<file path="src/rtl/booth_pkg.sv">
// Shared constants and the Booth digit-control type for the brightness multiplier.
package booth_pkg;

  localparam int DFLT_MCAND_W = 16;
  localparam int DFLT_MPLR_W  = 8;

  // Partial-product width seen by the downstream half_adder; the extra two bits
  // cover the x2 shift and the sign of the most negative multiplicand.
  localparam int PP_W = DFLT_MCAND_W + 2;
  localparam int NDIG = DFLT_MPLR_W / 2;

  localparam logic [0:0] ST_IDLE = 1'b0;
  localparam logic [0:0] ST_RUN  = 1'b1;

  typedef struct packed {
    logic neg;   // digit is negative
    logic two;   // magnitude is 2
    logic zero;  // digit is zero
  } booth_ctrl_t;

endpackage

</file>
<file path="src/rtl/booth_digit_encoder.sv">
// Radix-4 Booth digit encoder: triplet (b2i+1, b2i, b2i-1) -> {neg, two, zero}.
module booth_digit_encoder
  import booth_pkg::*;
(
  input  logic [2:0]  triplet_i,
  output booth_ctrl_t ctrl_o
);

  // Decode the triplet into sign, magnitude-2 and zero flags.
  always_comb begin
    ctrl_o      = '0;
    ctrl_o.zero = (triplet_i == 3'b000) || (triplet_i == 3'b111);
    ctrl_o.two  = (triplet_i == 3'b011) || (triplet_i == 3'b100);
    ctrl_o.neg  = triplet_i[2] && (triplet_i != 3'b111);
  end

endmodule

</file>
<file path="src/rtl/booth_pp_generator.sv">
// Sequential radix-4 Booth partial-product generator: one digit per cycle,
// products emitted in one's-complement form with a separate +1 sign_bit.
//
// state   | meaning
// --------+---------------------------------------------------------------
// IDLE    | no operation in flight, ready for an operand pair
// RUN     | emitting digit idx of the current operation (out_valid high)
module booth_pp_generator
  import booth_pkg::*;
#(
  parameter  int MCAND_W  = DFLT_MCAND_W,
  parameter  int MPLR_W   = DFLT_MPLR_W,
  localparam int PP_WIDTH = MCAND_W + 2,
  localparam int N_DIG    = MPLR_W / 2,
  localparam int IDX_W    = $clog2(N_DIG)
) (
  input  logic                clk,
  input  logic                rst,
  input  logic                in_valid,
  output logic                in_ready,
  input  logic [MCAND_W-1:0]  in_mcand,
  input  logic [MPLR_W-1:0]   in_mplr,
  output logic                out_valid,
  input  logic                out_ready,
  output logic [PP_WIDTH-1:0] pp,
  output logic                sign_bit,
  output logic [IDX_W-1:0]    pp_idx,
  output logic                pp_last
);

  logic [0:0]          state_q, state_d;
  logic [MCAND_W-1:0]  m_q, m_d;
  logic [MPLR_W:0]     q_q, q_d;
  logic [IDX_W-1:0]    idx_q, idx_d;

  booth_ctrl_t         ctrl;
  logic                running;
  logic                last_digit;
  logic                accept;
  logic                xfer;
  logic [PP_WIDTH-1:0] mx;
  logic [PP_WIDTH-1:0] mag;

  assign running    = (state_q == ST_RUN);
  assign last_digit = (idx_q == IDX_W'(N_DIG - 1));

  // A new pair may enter while the final digit of the previous one drains,
  // which gives back-to-back operations without a bubble.
  assign out_valid = running;
  assign pp_last   = running && last_digit;
  assign in_ready  = !running || (pp_last && out_ready);
  assign pp_idx    = idx_q;

  assign accept = in_valid && in_ready;
  assign xfer   = running && out_ready;

  booth_digit_encoder u_enc (
    .triplet_i (q_q[2:0]),
    .ctrl_o    (ctrl)
  );

  // Select/shift/invert the multiplicand; outputs stay zero outside RUN.
  always_comb begin
    mx       = {{2{m_q[MCAND_W-1]}}, m_q};
    mag      = ctrl.two ? (mx << 1) : mx;
    pp       = '0;
    sign_bit = 1'b0;
    if (running && !ctrl.zero) begin
      pp       = ctrl.neg ? ~mag : mag;
      sign_bit = ctrl.neg;
    end
  end

  // Next-state: advance on a digit transfer, reload on acceptance (acceptance wins).
  always_comb begin
    state_d = state_q;
    m_d     = m_q;
    q_d     = q_q;
    idx_d   = idx_q;
    if (xfer) begin
      q_d   = $signed(q_q) >>> 2;
      idx_d = idx_q + IDX_W'(1);
      if (last_digit) begin
        state_d = ST_IDLE;
      end
    end
    if (accept) begin
      state_d = ST_RUN;
      m_d     = in_mcand;
      q_d     = {in_mplr, 1'b0};
      idx_d   = '0;
    end
  end

  // State and datapath registers with synchronous reset.
  always_ff @(posedge clk) begin
    if (rst) begin
      state_q <= ST_IDLE;
      m_q     <= '0;
      q_q     <= '0;
      idx_q   <= '0;
    end else begin
      state_q <= state_d;
      m_q     <= m_d;
      q_q     <= q_d;
      idx_q   <= idx_d;
    end
  end

endmodule
</file>
<file path="config.mk">
export PLATFORM = sky130hd
export DESIGN_NAME = booth_pp_generator
export DESIGN_NICKNAME = d
export VERILOG_FILES = /design/src/rtl/booth_pkg.sv /design/src/rtl/booth_digit_encoder.sv /design/src/rtl/booth_pp_generator.sv
export SDC_FILE = /design/constraint.sdc
export NUM_CORES = 1
export LEC_CHECK = 0
export ABC_CLOCK_PERIOD_IN_PS = 1300
export CAP_MARGIN = 20
export CORE_ASPECT_RATIO = 1.4
export CORE_MARGIN = 2
export CORE_UTILIZATION = 42
export DETAILED_ROUTE_END_ITERATION = 12
export PLACE_DENSITY = 0.76
export SKIP_LAST_GASP = 1
export SYNTH_ARGS = -nofsm -noshare
export SYNTH_HDL_FRONTEND = slang
export SYNTH_SLANG_ARGS = --single-unit
</file>
<file path="constraint.sdc">
create_clock -name clk -period 1.3 [get_ports clk]
set_input_delay 0.13 -clock clk [delete_from_list [all_inputs] [get_ports clk]]
set_output_delay 0.13 -clock clk [all_outputs]
set_load 0.005 [all_outputs]
</file>
; ---- Word-level counts from Yosys, hierarchy flattened
; Index checks and enable logic that the tools add are counted.
; W data, S select, Z words.
[classes]
eq_ne = 5
reduce_logical = 16
n_bitwise = 1
n_addsub = 1
n_mux = 9
[op_table]
columns = cell, n
row1 = $mux W18, 2
row2 = $not A18 Y18, 1
row3 = $mux W16, 1
row4 = $mux W9, 1
row5 = $mux W8, 1
row6 = $eq A3 B3 Y1 const B, 2
row7 = $logic_and A1 B1 Y1, 6
row8 = $mux W1, 4
row9 = $reduce_bool A2 Y1, 2
row10 = $eq A3 B2 Y1 const B, 1
row11 = $logic_not A3 Y1, 1
row12 = $logic_or A1 B1 Y1, 3
row13 = $ne A3 B3 Y1 const B, 1
row14 = $add A2 B1 Y2 const B, 1
row15 = $eq A2 B2 Y1 const B, 1
row16 = $logic_not A1 Y1, 2
row17 = $reduce_and A2 Y1, 1
row18 = $reduce_or A2 Y1, 1
[word_totals]
in_bits = 28
reg_bits = 28
word_cells = 38

; ---- Depth between registers and ports, before layout
; Gate-level depths: netlist of the first run.
[logic_depth]
ltp_word = 7
mapped_depth = 7
mapped_depth_nobuf = 5

; ---- By module
; From an unflattened synthesis of the first run, not the netlist that was laid out.
[unflattened]
cells_unflattened = 204
area_unflattened_um2 = 1582.8
[modules_own_cells]
columns = module, n_inst, cells_per_inst, area_each_um2
row1 = booth_pp_generator, 1, 197, 1545.2
row2 = booth_digit_encoder, 1, 7, 37.5

; ---- Least setup slack after synthesis of the first run
; Ideal clock, no wire load.
[synth_path]
kind = register to register
startpoint = register idx_q[0], in the netlist pp_idx[0]
endpoint = register q_q[2]
setup_slack_ns = -0.177
n_path_buf = 1
required_time_ns = 1.172
path_stages_with_launch = 7
arrival_time_ns = 1.349
setup_time_ns = 0.128
path_cell_list = dfxtp_1 > ha_1 > a21bo_2 > and2_4 > buf_6 > a222oi_1 > nor2_1
[synth_between]
elab_chain_len = 6
word_cells_on_any_way = 7
classes_between = eq/ne (1) / mux (1) / reduce/logical (5)
[synth_lines]
columns = item, line_no
row1 = start: declaration, booth_pp_generator.sv:34  ; logic [IDX_W-1:0] idx_q, idx_d;
row2 = start signal: assignment, booth_pp_generator.sv:106  ; idx_q <= idx_d;
row3 = $eq A2 B2 Y1 *, booth_pp_generator.sv:45  ; assign last_digit = (idx_q == IDX_W'(N_DIG - 1));
row4 = $logic_and A1 B1 Y1 *, booth_pp_generator.sv:50  ; assign pp_last = running && last_digit;
row5 = $logic_and A1 B1 Y1 *, booth_pp_generator.sv:51  ; assign in_ready = !running || (pp_last && out_ready);
row6 = $logic_or A1 B1 Y1 *, booth_pp_generator.sv:51
row7 = via in_ready, booth_pp_generator.sv:20  ; output logic in_ready,
row8 = $logic_and A1 B1 Y1 *, booth_pp_generator.sv:54  ; assign accept = in_valid && in_ready;
row9 = $mux W9 / $reduce_bool A2 Y1 (equally long branches), --
row10 = end signal: assignment, booth_pp_generator.sv:105  ; q_q <= q_d;
row11 = end: declaration, booth_pp_generator.sv:33  ; logic [MPLR_W:0] q_q, q_d;
; The timed path passes the listed nets; every way through them passes the cells marked *. The select of a mux whose other input is x is not followed.
; A chain may end at the register's enable or synchronous reset.

; ---- Final worst setup path of the first run
[layout_path]
startpoint = register q_q[2]
endpoint = output pp[11]
[layout_between]
elab_chain_len = 6
word_cells_on_any_way = 14
classes_between = eq/ne (4) / mux (3) / bitwise (1) / reduce/logical (6)
[layout_lines]
columns = item, line_no
row1 = $eq A3 B2 Y1 / $eq A3 B3 Y1 (equally long branches), booth_digit_encoder.sv:13  ; ctrl_o.two = (triplet_i == 3'b011) || (triplet_i == 3'b100);
row2 = $logic_or A1 B1 Y1, booth_digit_encoder.sv:13
row3 = $mux W16, booth_pp_generator.sv:65  ; mag = ctrl.two ? (mx << 1) : mx;
row4 = $not A18 Y18, booth_pp_generator.sv:69  ; pp = ctrl.neg ? ~mag : mag;
row5 = $mux W18, booth_pp_generator.sv:69
row6 = $mux W18 *, booth_pp_generator.sv:68  ; if (running && !ctrl.zero) begin
row7 = end: declaration, booth_pp_generator.sv:25  ; output logic [PP_WIDTH-1:0] pp,
; Every way passes the cells marked *; elsewhere a longest branch is shown, timed or not.

==> flow_summary.yaml, run 1 <==
drt:
  drtIter0Drc: 99
  drt_wl_total_um: 6483
  firstDrtPassIters: 4
  route.detailed.drc: 0
  via_count: 2034
  vias_per_cell: 5.746
  wl_per_cell_um: 18.31
  antenna_left: 0
power:
  p_comb_share_pct: 35.1
  finalPower_mw: 2.357
  switching_share_pct: 30.42
  ir_worst_vdd_v: 0.001007
  p_per_area_nw_per_um2: 748.4
  power_frac_clock_pct: 23.4
  seqPwrFrac_pct: 41.5
  netSwitchingPower_uw: 716.9
  p_leak_nw: 1.358
  intPower_mw: 1.640
timing:
  period_share_pct: 130.6
  worst_pin_slew_ns: 0.4216
  timing.slew.headroom_pct: 71.80
  setup_tns_ns: -8.670
  fin_ws_ns: -0.3981
  setup_viol: 43
  drv_slew: 0
  rsz0062_at_grt: "true"
  max_freq_ghz: 0.5889
  min_period_ns: 1.698
  hold_viol_final: 0
  finClkSkew_ns: 0.001753
  hold-worst-slack_ns: 0.2053
yosys:
  ys_async_sr_fraction_pct: 0
  avgSynthCellArea_um2: 7.740
  ys_types: 32
  synth_flop_cell: "dfxtp_1"
  seq_area_frac_synth_pct: 33.68
  syn_area_um2: 1664
  ys_seq_elements: 28
  syn_inst: 215
  yosysWarnings: 0
  synth_edf_count: 0
  syn_nets: 244
floorplanning:
  ios: 52
  die_width_um: 57.20
  rows: 27
  dieHeight_um: 78.48
  core-area_um2: 3885
  start_util_pct: 42.83
  dieArea_um2: 4489
global_routing:
  track_usage_pct: 22.96
  grt_max_degree: 18
  antenna_found_initial: 0
  grt_pass1_vias: 1868
  overflow: 0
  grt_pass1_wl_um: 8252
critical_path:
  worstSetupPathType: "flip-flop to primary output"
  cp-end-kind: "primary output"
  start_kind: "flip-flop"
  crit_arrival_ns: 1.57
  path_max_fanout: 16
  cp.required_ns: 1.17
placement:
  port_buffers: 51
  gp_congestion: 0.8214
  hpwlAfterDp_um: 3124
  place_area_um2: 2424
final_layout:
  antenna_cells_inserted: 0
  nets: 341
  fin_util_pct: 81.06
  fillers: 226
  fin_area_um2: 3149
  multiInputGateArea_um2: 1435
  seqCellArea_um2: 575.6
  drive_gt1_share_pct: 56.91
  areaGrowthSynthToFinish_pct: 89.25
clock_tree:
  cts_root_buffer: "clkbuf_8"
  ctsHtreeMaxLevel: 1
  clkSinkCount: 28
  hold_buffers: 0
  clock_path_buffers: 2
  cts_made_buffers: 3
  cts_tree: "done"
  clk_latency_ns: 0.28
  clk_pin_slew_ns: 0.09
run_status:
  status: "finished, violations left"
  violations: "negative setup slack"
job:
  drv_cap: 0
min_path:
  hp-class: "primary input to flip-flop"
-- layout by cell type, fill, tap and decap left out, drive strengths merged, types with 7 or more instances in the layout --
| master | instances |
|---|---|
| and2 | 20 |
| nand2 | 58 |
| nor2 | 8 |
| buf | 75 |
| xnor2 | 16 |
| a21oi | 23 |
| clkdlybuf4s50 | 25 |
| clkbuf | 7 |
| dfxtp | 28 |
| o221ai | 15 |
-- cell families after synthesis --
logic type | synth area share [%]
xor gates and xnor gates | 9.399
and+or+nand+nor | 26.17
DFF | 33.68
buffers and inverters | 7.293
adders and majority gates | 0.7518
muxes | 1.203
AOI/OAI and AO/OA | 21.50
-- synth_stat cells (2+ instances only) --
master    instances  area share [%]
o21ai_0           3            0.90
nand2_1          57              13
buf_2             7             2.1
xnor2_1          15             7.9
o221ai_1         15             7.9
a211oi_1          2            0.90
and2_1           18             6.8
nor2_1            8             1.8
buf_4             4             1.8
a222oi_1          4             2.4
mux2i_1           2             1.2
a21oi_1          23             6.9
nor3_2            3             1.8
dfxtp_1          28              34
inv_1             4            0.90
buf_6             2             1.4
clkbuf_1          5             1.1
-- timing repair --
item / in CTS / in global routing
endpoints found under the setup margin: 51 / 45
resized for setup: 135 / 84
pin swaps: 30 / 33
cloned: 4 / 2
setup buffers: 14 / 12
-- flip-flops by register name, summed over array words and instances (netlist names) --
| signal | count |
|---|---|
| out_valid | 1 |
| q_q | 9 |
| m_q | 16 |
| pp_idx | 2 |
-- through the flow --
| step | cells | worst slack (ns) |
|---|---|---|
| global route | 354 | -0.4749 |
| floorplan | 215 | -0.05193 |
| finish | 354 | -0.3981 |
| detailed placement | 325 | -0.6060 |
| global placement | 325 | -0.5546 |
| CTS | 344 | -0.4180 |
-- routing by layer --
| layer | up-vias | wire length [µm] | track usage, % |
|---|---|---|---|
| met5 | - | 0 | 0 |
| met4 | 0 | 234 | 11.63 |
| met3 | 26 | 284 | 1.977 |
| met2 | 80 | 3636 | 42.76 |
| met1 | 990 | 2328 | 25.13 |
| li1 | 938 | - | - |
-- critical path, stage by stage, from the launching register on --
cell and delay (ns):
dfxtp_4 0.37, buf_12 0.13, buf_12 0.16, xnor2_1 0.22, o221ai_2 0.13, and2_1 0.15, buf_2 0.12
-- power groups by stage --
stage | Combinational (mW) | Clock, mW | Sequential (mW)
after detailed placement | 0.529 | 0 | 0.978
after global placement | 0.521 | 0 | 0.975
final | 0.826 | 0.553 | 0.978
after floorplan | 0.282 | 0 | 0.968
after global routing | 0.875 | 0.600 | 0.984
after CTS | 0.641 | 0.540 | 0.959
-- final cells by class --
type                       count  area share (%)
clock buffer                   4           1.748
tap                           43           1.708
timing repair buffer         109           32.22
multi-input combinational    166           45.57
inverter                       4          0.4768
sequential                    28           18.28
-- path summary, 6_finish.rpt --
path | to | depth (start not counted) | slack (ns) | start
max | pp[11] | 6 | -0.40 | q_q[2]
max reg2reg | m_q[13] | 7 | -0.14 | pp_idx[0]
min reg2reg | q_q[8] | 2 | 0.51 | q_q[8]
min | q_q[3] | 2 | 0.21 | out_ready
No activity file was read; power rests on OpenSTA's default activity.
==> run 2: changes to the inputs <==
- HOLD_SLACK_MARGIN: default -> 0.03
==> results of run 2 <==
Final layout, timing and power as in run 1 (identical DEF).
